<file path="config.mk">
export PLATFORM = sky130hd
export DESIGN_NAME = ctrl_pipe
export DESIGN_NICKNAME = d
export VERILOG_FILES = /design/src/rtl/ctrl_pkg.sv /design/src/rtl/ctrl_stage_reg.sv /design/src/rtl/ctrl_pipe.sv
export SDC_FILE = /design/constraint.sdc
export NUM_CORES = 1
export LEC_CHECK = 0
export ABC_AREA = 0
export CORE_MARGIN = 3
export CORE_UTILIZATION = 40
export DETAILED_ROUTE_END_ITERATION = 6
export GPL_TIMING_DRIVEN = 0
export PLACE_DENSITY = 0.74
export SYNTH_ARGS = -nofsm -noshare
export SYNTH_HDL_FRONTEND = slang
export SYNTH_SLANG_ARGS = --single-unit
</file>
<file path="constraint.sdc">
create_clock -name clk_i -period 1.8 [get_ports clk_i]
set_input_delay 0.36 -clock clk_i [delete_from_list [all_inputs] [get_ports clk_i]]
set_output_delay 0.36 -clock clk_i [all_outputs]
set_load 0.01 [all_outputs]
</file>
<file path="src/rtl/ctrl_pkg.sv">
// Shared definitions for the control-word pipeline: field positions of the
// decoded control word and the packed layouts held in each stage register.
package ctrl_pkg;

  localparam int CTRL_W = 11;
  localparam int REG_W  = 5;

  localparam int BIT_REG_DST   = 0;
  localparam int BIT_ALU_SRC   = 1;
  localparam int BIT_MEM_TO_REG = 2;
  localparam int BIT_REG_WRITE = 3;
  localparam int BIT_MEM_READ  = 4;
  localparam int BIT_MEM_WRITE = 5;
  localparam int BIT_BRANCH    = 6;
  localparam int BIT_JUMP      = 7;
  localparam int BIT_EXT_OP    = 8;
  localparam int BIT_ALU_OP_LO = 9;
  localparam int BIT_ALU_OP_HI = 10;

  localparam logic [CTRL_W-1:0] BUBBLE = '0;

  // Member order is MSB first, so this overlays the raw word bit for bit.
  typedef struct packed {
    logic [1:0] alu_op;
    logic       ext_op;
    logic       jump;
    logic       branch;
    logic       mem_write;
    logic       mem_read;
    logic       reg_write;
    logic       mem_to_reg;
    logic       alu_src;
    logic       reg_dst;
  } ctrl_t;

  typedef struct packed {
    ctrl_t             ctrl;
    logic [REG_W-1:0]  rt;
  } id_ex_t;

  typedef struct packed {
    logic mem_to_reg;
    logic reg_write;
    logic mem_read;
    logic mem_write;
  } ex_mem_t;

  typedef struct packed {
    logic mem_to_reg;
    logic reg_write;
  } mem_wb_t;

endpackage

</file>
<file path="src/rtl/ctrl_stage_reg.sv">
// One pipeline stage register for control bits. A bubble loads all zeros,
// which can never write a register or memory.
module ctrl_stage_reg #(
  parameter int W = 8
) (
  input  logic         clk_i,
  input  logic         rst_i,
  input  logic         bubble_i,
  input  logic [W-1:0] d_i,
  output logic [W-1:0] q_o
);

  logic [W-1:0] stage_d;
  logic [W-1:0] stage_q;

  always_comb begin
    // NOTE: every always_comb output gets a default first so no path can infer a latch.
    stage_d = d_i;
    if (bubble_i) stage_d = '0;
  end

  always_ff @(posedge clk_i) begin
    // NOTE: state uses non-blocking assignment so all stages update from pre-edge values.
    if (rst_i) stage_q <= '0;
    else       stage_q <= stage_d;
  end

  assign q_o = stage_q;

endmodule

</file>
<file path="src/rtl/ctrl_pipe.sv">
// Carries decoded control fields to EX/MEM/WB, detects load-use hazards,
// inserts one bubble per hazard, gates IF/ID flushes and counts stall cycles.
module ctrl_pipe
  import ctrl_pkg::*;
#(
  parameter int CNT_W = 16
) (
  input  logic              clk_i,
  input  logic              rst_i,
  input  logic [CTRL_W-1:0] Ctrl_i,
  input  logic              IdValid_i,
  input  logic [REG_W-1:0]  Rs_i,
  input  logic [REG_W-1:0]  Rt_i,
  input  logic              Flush_i,
  output logic              Stall_o,
  output logic              Flush_o,
  output logic              RegDst_ex_o,
  output logic              ALUSrc_ex_o,
  output logic              ExtOp_ex_o,
  output logic [1:0]        ALUOp_ex_o,
  output logic [REG_W-1:0]  RtEx_o,
  output logic              MemRead_mem_o,
  output logic              MemWrite_mem_o,
  output logic              RegWrite_wb_o,
  output logic              MemtoReg_wb_o,
  output logic [CNT_W-1:0]  StallCnt_o
);

  id_ex_t  id_ex_d,  id_ex_q;
  ex_mem_t ex_mem_d, ex_mem_q;
  mem_wb_t mem_wb_d, mem_wb_q;

  logic             stall;
  logic             rt_hit;
  logic [CNT_W-1:0] stall_cnt_d, stall_cnt_q;

  // r0 is hardwired zero, so a load targeting it never creates a dependency.
  always_comb begin
    rt_hit = (id_ex_q.rt != '0) && ((id_ex_q.rt == Rs_i) || (id_ex_q.rt == Rt_i));
    stall  = id_ex_q.ctrl.mem_read & IdValid_i & rt_hit;
  end

  always_comb begin
    id_ex_d      = '{ctrl: ctrl_t'(Ctrl_i), rt: Rt_i};
    ex_mem_d     = '{mem_to_reg: id_ex_q.ctrl.mem_to_reg,
                     reg_write:  id_ex_q.ctrl.reg_write,
                     mem_read:   id_ex_q.ctrl.mem_read,
                     mem_write:  id_ex_q.ctrl.mem_write};
    mem_wb_d     = '{mem_to_reg: ex_mem_q.mem_to_reg,
                     reg_write:  ex_mem_q.reg_write};
  end

  always_comb begin
    stall_cnt_d = stall_cnt_q;
    if (stall && (stall_cnt_q != '1)) stall_cnt_d = stall_cnt_q + 1'b1;
  end

  always_ff @(posedge clk_i) begin
    if (rst_i) stall_cnt_q <= '0;
    else       stall_cnt_q <= stall_cnt_d;
  end

  ctrl_stage_reg #(.W($bits(id_ex_t))) u_id_ex (
    .clk_i    (clk_i),
    .rst_i    (rst_i),
    .bubble_i (stall | ~IdValid_i),
    .d_i      (id_ex_d),
    .q_o      (id_ex_q)
  );

  // Downstream stages never freeze; the stall only holds PC and IF/ID.
  ctrl_stage_reg #(.W($bits(ex_mem_t))) u_ex_mem (
    .clk_i    (clk_i),
    .rst_i    (rst_i),
    .bubble_i (1'b0),
    .d_i      (ex_mem_d),
    .q_o      (ex_mem_q)
  );

  ctrl_stage_reg #(.W($bits(mem_wb_t))) u_mem_wb (
    .clk_i    (clk_i),
    .rst_i    (rst_i),
    .bubble_i (1'b0),
    .d_i      (mem_wb_d),
    .q_o      (mem_wb_q)
  );

  // Branch and Jump ride in ID/EX for completeness but nothing downstream reads them.
  logic unused_branch_jump;
  assign unused_branch_jump = id_ex_q.ctrl.branch ^ id_ex_q.ctrl.jump;

  assign Stall_o        = stall;
  assign Flush_o        = Flush_i & IdValid_i & ~stall;
  assign RegDst_ex_o    = id_ex_q.ctrl.reg_dst;
  assign ALUSrc_ex_o    = id_ex_q.ctrl.alu_src;
  assign ExtOp_ex_o     = id_ex_q.ctrl.ext_op;
  assign ALUOp_ex_o     = id_ex_q.ctrl.alu_op;
  assign RtEx_o         = id_ex_q.rt;
  assign MemRead_mem_o  = ex_mem_q.mem_read;
  assign MemWrite_mem_o = ex_mem_q.mem_write;
  assign RegWrite_wb_o  = mem_wb_q.reg_write;
  assign MemtoReg_wb_o  = mem_wb_q.mem_to_reg;
  assign StallCnt_o     = stall_cnt_q;

endmodule

</file>
# ---- Word level (Yosys, flattened, before mapping)
# Index checks and enable logic that the tools add are counted.
dict set report op_classes {
  add_sub_neg 1
  eq_ne 3
  bitwise 7
  n_reduce_logical 5
}
# op n
set op_table {}
lappend op_table {{16-bit by 1-bit adder with 16-bit output, second input constant} 1}
lappend op_table {{16-bit != test, second input constant} 1}
lappend op_table {{5-bit equality test} 2}
lappend op_table {{5-bit nonzero test} 1}
lappend op_table {{1-bit AND} 4}
lappend op_table {{1-bit logical AND} 2}
lappend op_table {{1-bit inverter} 2}
lappend op_table {{2-bit OR reduction} 1}
lappend op_table {{1-bit logical OR} 1}
lappend op_table {{1-bit bitwise OR} 1}
dict set report word_totals {
  register_bits 38
  inputBits 25
  out_inout_bits 32
}

# ---- Logic depth before layout (Yosys ltp)
dict set report depth {
  word_depth 6
  ltp_mapped 8
  depth_no_buf 6
}

# ---- By module
# Synthesis repeated with hierarchy kept, for this count alone.
dict set report unflattened {
  cells_unflattened 171
  area_unflattened_um2 1751.7
}
# module instances cells_each area_each_um2
set by_module_without_submodules {}
lappend by_module_without_submodules {ctrl_pipe 1 123 1042.2}
lappend by_module_without_submodules {{ctrl_stage_reg (u_id_ex)} 1 36 544.3}
lappend by_module_without_submodules {{ctrl_stage_reg (u_ex_mem)} 1 8 110.1}
lappend by_module_without_submodules {{ctrl_stage_reg (u_mem_wb)} 1 4 55.1}

# ---- Least setup slack after synthesis
# Ideal clock, no wire load.
dict set report synth_timing {
  path_kind {flip-flop to flip-flop}
  start {register stall_cnt_q[0], in the netlist StallCnt_o[0]}
  end {register stall_cnt_q[8], in the netlist StallCnt_o[8]}
  setup_time_ps 70
  arrival_time_ps 1829
  t_required_ps 1730
  path_slack_ps -100
  path_stages_with_launch 9
  n_path_buf 2
  path_cell_list {dfxtp_1 > ha_1 > and4_1 > buf_2 > nand4_2 > nand2_4 > buf_6 > or4_1 > a21oi_1}
}
dict set report synth_via {
  elab_chain_cells 2
}
# item line_no
set synth_rtl {}
lappend synth_rtl {{from (decl)} ctrl_pipe.sv:35} ;# logic [CNT_W-1:0] stall_cnt_d, stall_cnt_q;
lappend synth_rtl {{from (signal assigned)} ctrl_pipe.sv:60} ;# else stall_cnt_q <= stall_cnt_d;
lappend synth_rtl {{branches (longest 2 deep; another with 16-bit by 1-bit adder with 16-bit output)} n/a}
# Parallel ways; which one is timed is not known.
# A chain may end at the register's enable or synchronous reset.

# ---- Final worst setup path
dict set report layout_timing {
  start {register u_id_ex.stage_q[1], in the netlist u_id_ex.q_o[1]}
  end {output Flush_o}
}
dict set report layout_via {
  elab_chain_cells 6
}
# item line_no
set layout_rtl {}
lappend layout_rtl {{from (decl)} ctrl_stage_reg.sv:14} ;# logic [W-1:0] stage_q;
lappend layout_rtl {{from (signal assigned)} ctrl_stage_reg.sv:25} ;# else stage_q <= stage_d;
lappend layout_rtl {{5-bit equality test} ctrl_pipe.sv:39} ;# rt_hit = (id_ex_q.rt != '0) && ((id_ex_q.rt == Rs_i) || (id_ex_q.rt == Rt_i));
lappend layout_rtl {{1-bit logical OR} ctrl_pipe.sv:39}
lappend layout_rtl {{1-bit logical AND *} ctrl_pipe.sv:39}
lappend layout_rtl {{1-bit AND *} ctrl_pipe.sv:40} ;# stall = id_ex_q.ctrl.mem_read & IdValid_i & rt_hit;
lappend layout_rtl {{1-bit inverter *} ctrl_pipe.sv:93} ;# assign Flush_o = Flush_i & IdValid_i & ~stall;
lappend layout_rtl {{1-bit AND *} ctrl_pipe.sv:93}
lappend layout_rtl {{to (decl)} ctrl_pipe.sv:16} ;# output logic Flush_o,
# Mark *: on every way between the ends. The rest lies on a longest branch, timed or not.

==> results.txt <==
P_leak: 1.01 nW
Crit path launch type: flip-flop
Die Ht: 69.4 microns
# DRC: 0
Final worst slack: -0.206 ns
Number of diodes: 0
Synth Register Bits: 36
Die area: 4810 sq um
CP max FO: 2
Slew Viols, Final: 0
Antenna Nets Post-Route: 0
Nets: 280
Relative slew slack: 0.599
Initial Util: 0.426
HP Start: u_id_ex.q_o[7]$_SDFF_PP0_
CTS tree: done
Dpl hpwl: 2.79 mm
Worst Setup End Kind: output port
Mux share of post-synthesis cell area: 0.00701
XOR/XNOR Fraction of Synth Area: 0.0546
Htree depth: 2
Global-route wire length before repair: 6.82 mm
Cell variety after synth: 31
Num ports: 57
RSZ-0062 raised after global routing: yes
Clock slew at reported path FFs: 0.07 ns
Synth Warn #: 0
CP Data Required Time: 1.44 ns
Clock Skews: 0.00933 ns
Die Span X: 69.4 microns
Site row count: 22
Wire per inst: 16.4 microns
Syn Inst Count: 171
Hold Path Cell Cnt: 1
Port Buffers: 54
Maxcap violations: 0
Fin util: 0.729
Overall Global Routing Usage: 0.175
Pwr Total: 1.65 mW
Syn nets: 197
Largest family of logic cells by synthesized area: simple AND/OR/NAND/NOR gates
Clock Latency Late Sink: 0.28 ns
Peak supply drop: 538 uV
Num Clock Sinks: 36
CORE AREA: 3770 sq um
Grt ovf: 0
Reg-to-Reg Start: u_id_ex.q_o[1]$_SDFF_PP0_
Adder-cell share of the synthesized area: 0.00779
Vias in the first global route: 1,421
Post-route minimum period: 2.01 ns
Via Count: 1,647
Fillers: 256
Total CTS buffers: 5
Reg-to-reg setup timing slack: -0.14 ns
Final Cycle Share: 1.11
Post-synthesis compound-gate area fraction: 0.136
GP Congestion: 0.856
Clk root buf: clkbuf_8
R2R depth: 8
DRT iter0 DRCs: 184
Critical Path Source: u_id_ex.q_o[1]$_SDFF_PP0_
Final WL: 4.96 mm
Failing checks: negative setup slack
Kind of critical path: reg2out
Setup violations, final: 26
Pre-antenna DRT Iters: 4
Sequential area share after synthesis: 0.449
Arrival time worst endpoint: 1.65 ns
FF-to-FF End: StallCnt_o[10]$_SDFFE_PP0P_
Mean Syn Cell Area: 9.39 sq um
Largest net degree at the start of global routing: 11
Layout cells sized above 1: 0.358
WHS Endpoint: u_ex_mem.q_o[3]$_SDFF_PP0_
Outcome: complete, but fails checks
Hold Crit Class: reg2reg
Worst-Margin Slew: 0.601 ns
Number of antenna violations at the first check in global routing: 0
Simple-Gate Fraction of Synth Area: 0.284
Clk buf depth: 2
Vias per inst: 5.45
Pwr dens: 600 nW/um^2
Post-Place Setup Slack: -0.769 ns
Hold Fails Final Rpt: 0
Synthesized cell area: 1610 sq um
Fmax: 499 MHz
P&R area growth vs syn: 71.2%
synthesized netlist by cell type:
cell	n	area, sq um
dfxtp_1	36	721
a21oi_1	14	70.1
o31ai_1	9	67.6
xnor2_1	10	87.6
and2_1	16	100
nor2b_1	7	43.8
nand3_1	10	50.1
clkbuf_1	4	15.0
a21oi_2	1	8.76
nor3_1	3	15.0
and3_1	3	18.8
or4_1	9	67.6
clkbuf_2	1	5.00
o311a_4	1	21.3
o21ai_0	5	25.0
nand2_1	8	30.0
nand2b_1	1	6.26
o21ba_2	1	10.0
o22ai_1	1	6.26
buf_4	7	52.6
and4_1	3	26.3
nand4_1	5	31.3
nand2_4	1	11.3
o22a_1	1	8.76
or3_1	5	31.3
nor2_1	3	11.3
buf_6	2	22.5
nand4_2	1	12.5
ha_1	1	12.5
buf_2	1	5.00
mux2_1	1	11.3
what timing repair did:
item / 4_1_cts / 5_1_grt
hold buffers: 0 / 0
gates resized for setup: 43 / 50
endpoints found under the setup margin: 28 / 29
gates cloned: 1 / 1
buffers inserted: 7 / 14
pin swaps: 23 / 22
critical path, stage by stage (launching register included):
cell	delay (ns)
dfxtp_2	0.32
or3_4	0.37
o311a_4	0.32
and2_4	0.17
nor2_4	0.08
buf_6	0.10
cells in the final DEF (no fill, tap or decap), drive strengths merged:
cell,instances
nand2b,1
xnor2,10
nand2,9
and4,3
and2,16
ha,1
o31ai,9
nor3,3
mux2,1
o21ai,5
dlygate4sd2,10
a21oi,15
nor2b,7
o22ai,1
nor2,3
o21ba,1
o311a,1
clkdlybuf4s50,41
o22a,1
dlymetal6s2s,1
nand4,6
nand3,11
dfxtp,36
and3,3
or3,5
clkbuf,9
or4,9
buf,36
area by class of cell:
type	instances	area [sq um]	share of cell area
buffer	14	116	0.0423
clock buffer	7	96.3	0.0351
multi-input combinational	121	1000	0.364
sequential	36	737	0.268
tap	48	60.1	0.0219
timing repair buffer	76	738	0.269
worst max-delay path by stage:
stage	endpoint	slack (ns)	cells past startpoint
6_report	Flush_o	-0.21	5
5_1_grt	Flush_o	-0.25	5
4_1_cts	Flush_o	-0.28	5
3_5_place_dp	Stall_o	-0.77	6
3_3_place_gp	Stall_o	-0.74	6
2_1_floorplan	StallCnt_o[8]$_SDFFE_PP0P_	-0.01	8
layer usage:
layer	vias to the layer above	GRT usage	share of wire
met3	8	0.0449	0.075
met5	-	0	0
li1	776	-	-
met4	0	0.0542	0.017
met2	87	0.287	0.50
met1	776	0.223	0.40
metrics by stage:
stage	hold slack, ns	TNS [ns]	std cells	cell area [sq um]
after floorplan	0.414	-0.00969	171	1620
after global placement	0.416	-10.07	273	2220
after detailed placement	0.426	-11.19	273	2220
after CTS	0.442	-0.747	287	2450
after global routing	0.456	-2.85	302	2750
final	0.437	-1.41	302	2750
cells by family (layout without fill, tap and decap cells):
family	Yosys count	count (layout)
fa+ha+maj	1	1
xor+xnor	10	10
compound gates	33	33
buf+inv	15	97
flops	36	36
simple gates	75	76
mux	1	1
flip-flops by register name, summed over array words and instances, names as in the netlist:
register / count
StallCnt_o: 16
u_ex_mem.q_o: 4
u_id_ex.q_o: 14
u_mem_wb.q_o: 2
report_power, final:
group,leakage [nW],total (mW),internal (mW),switching (mW)
Sequential,0.297,0.819,0.810,0.00847
Clock,0.0503,0.611,0.341,0.270
Combinational,0.660,0.219,0.125,0.0938
No activity file was read; power rests on OpenSTA's default activity.
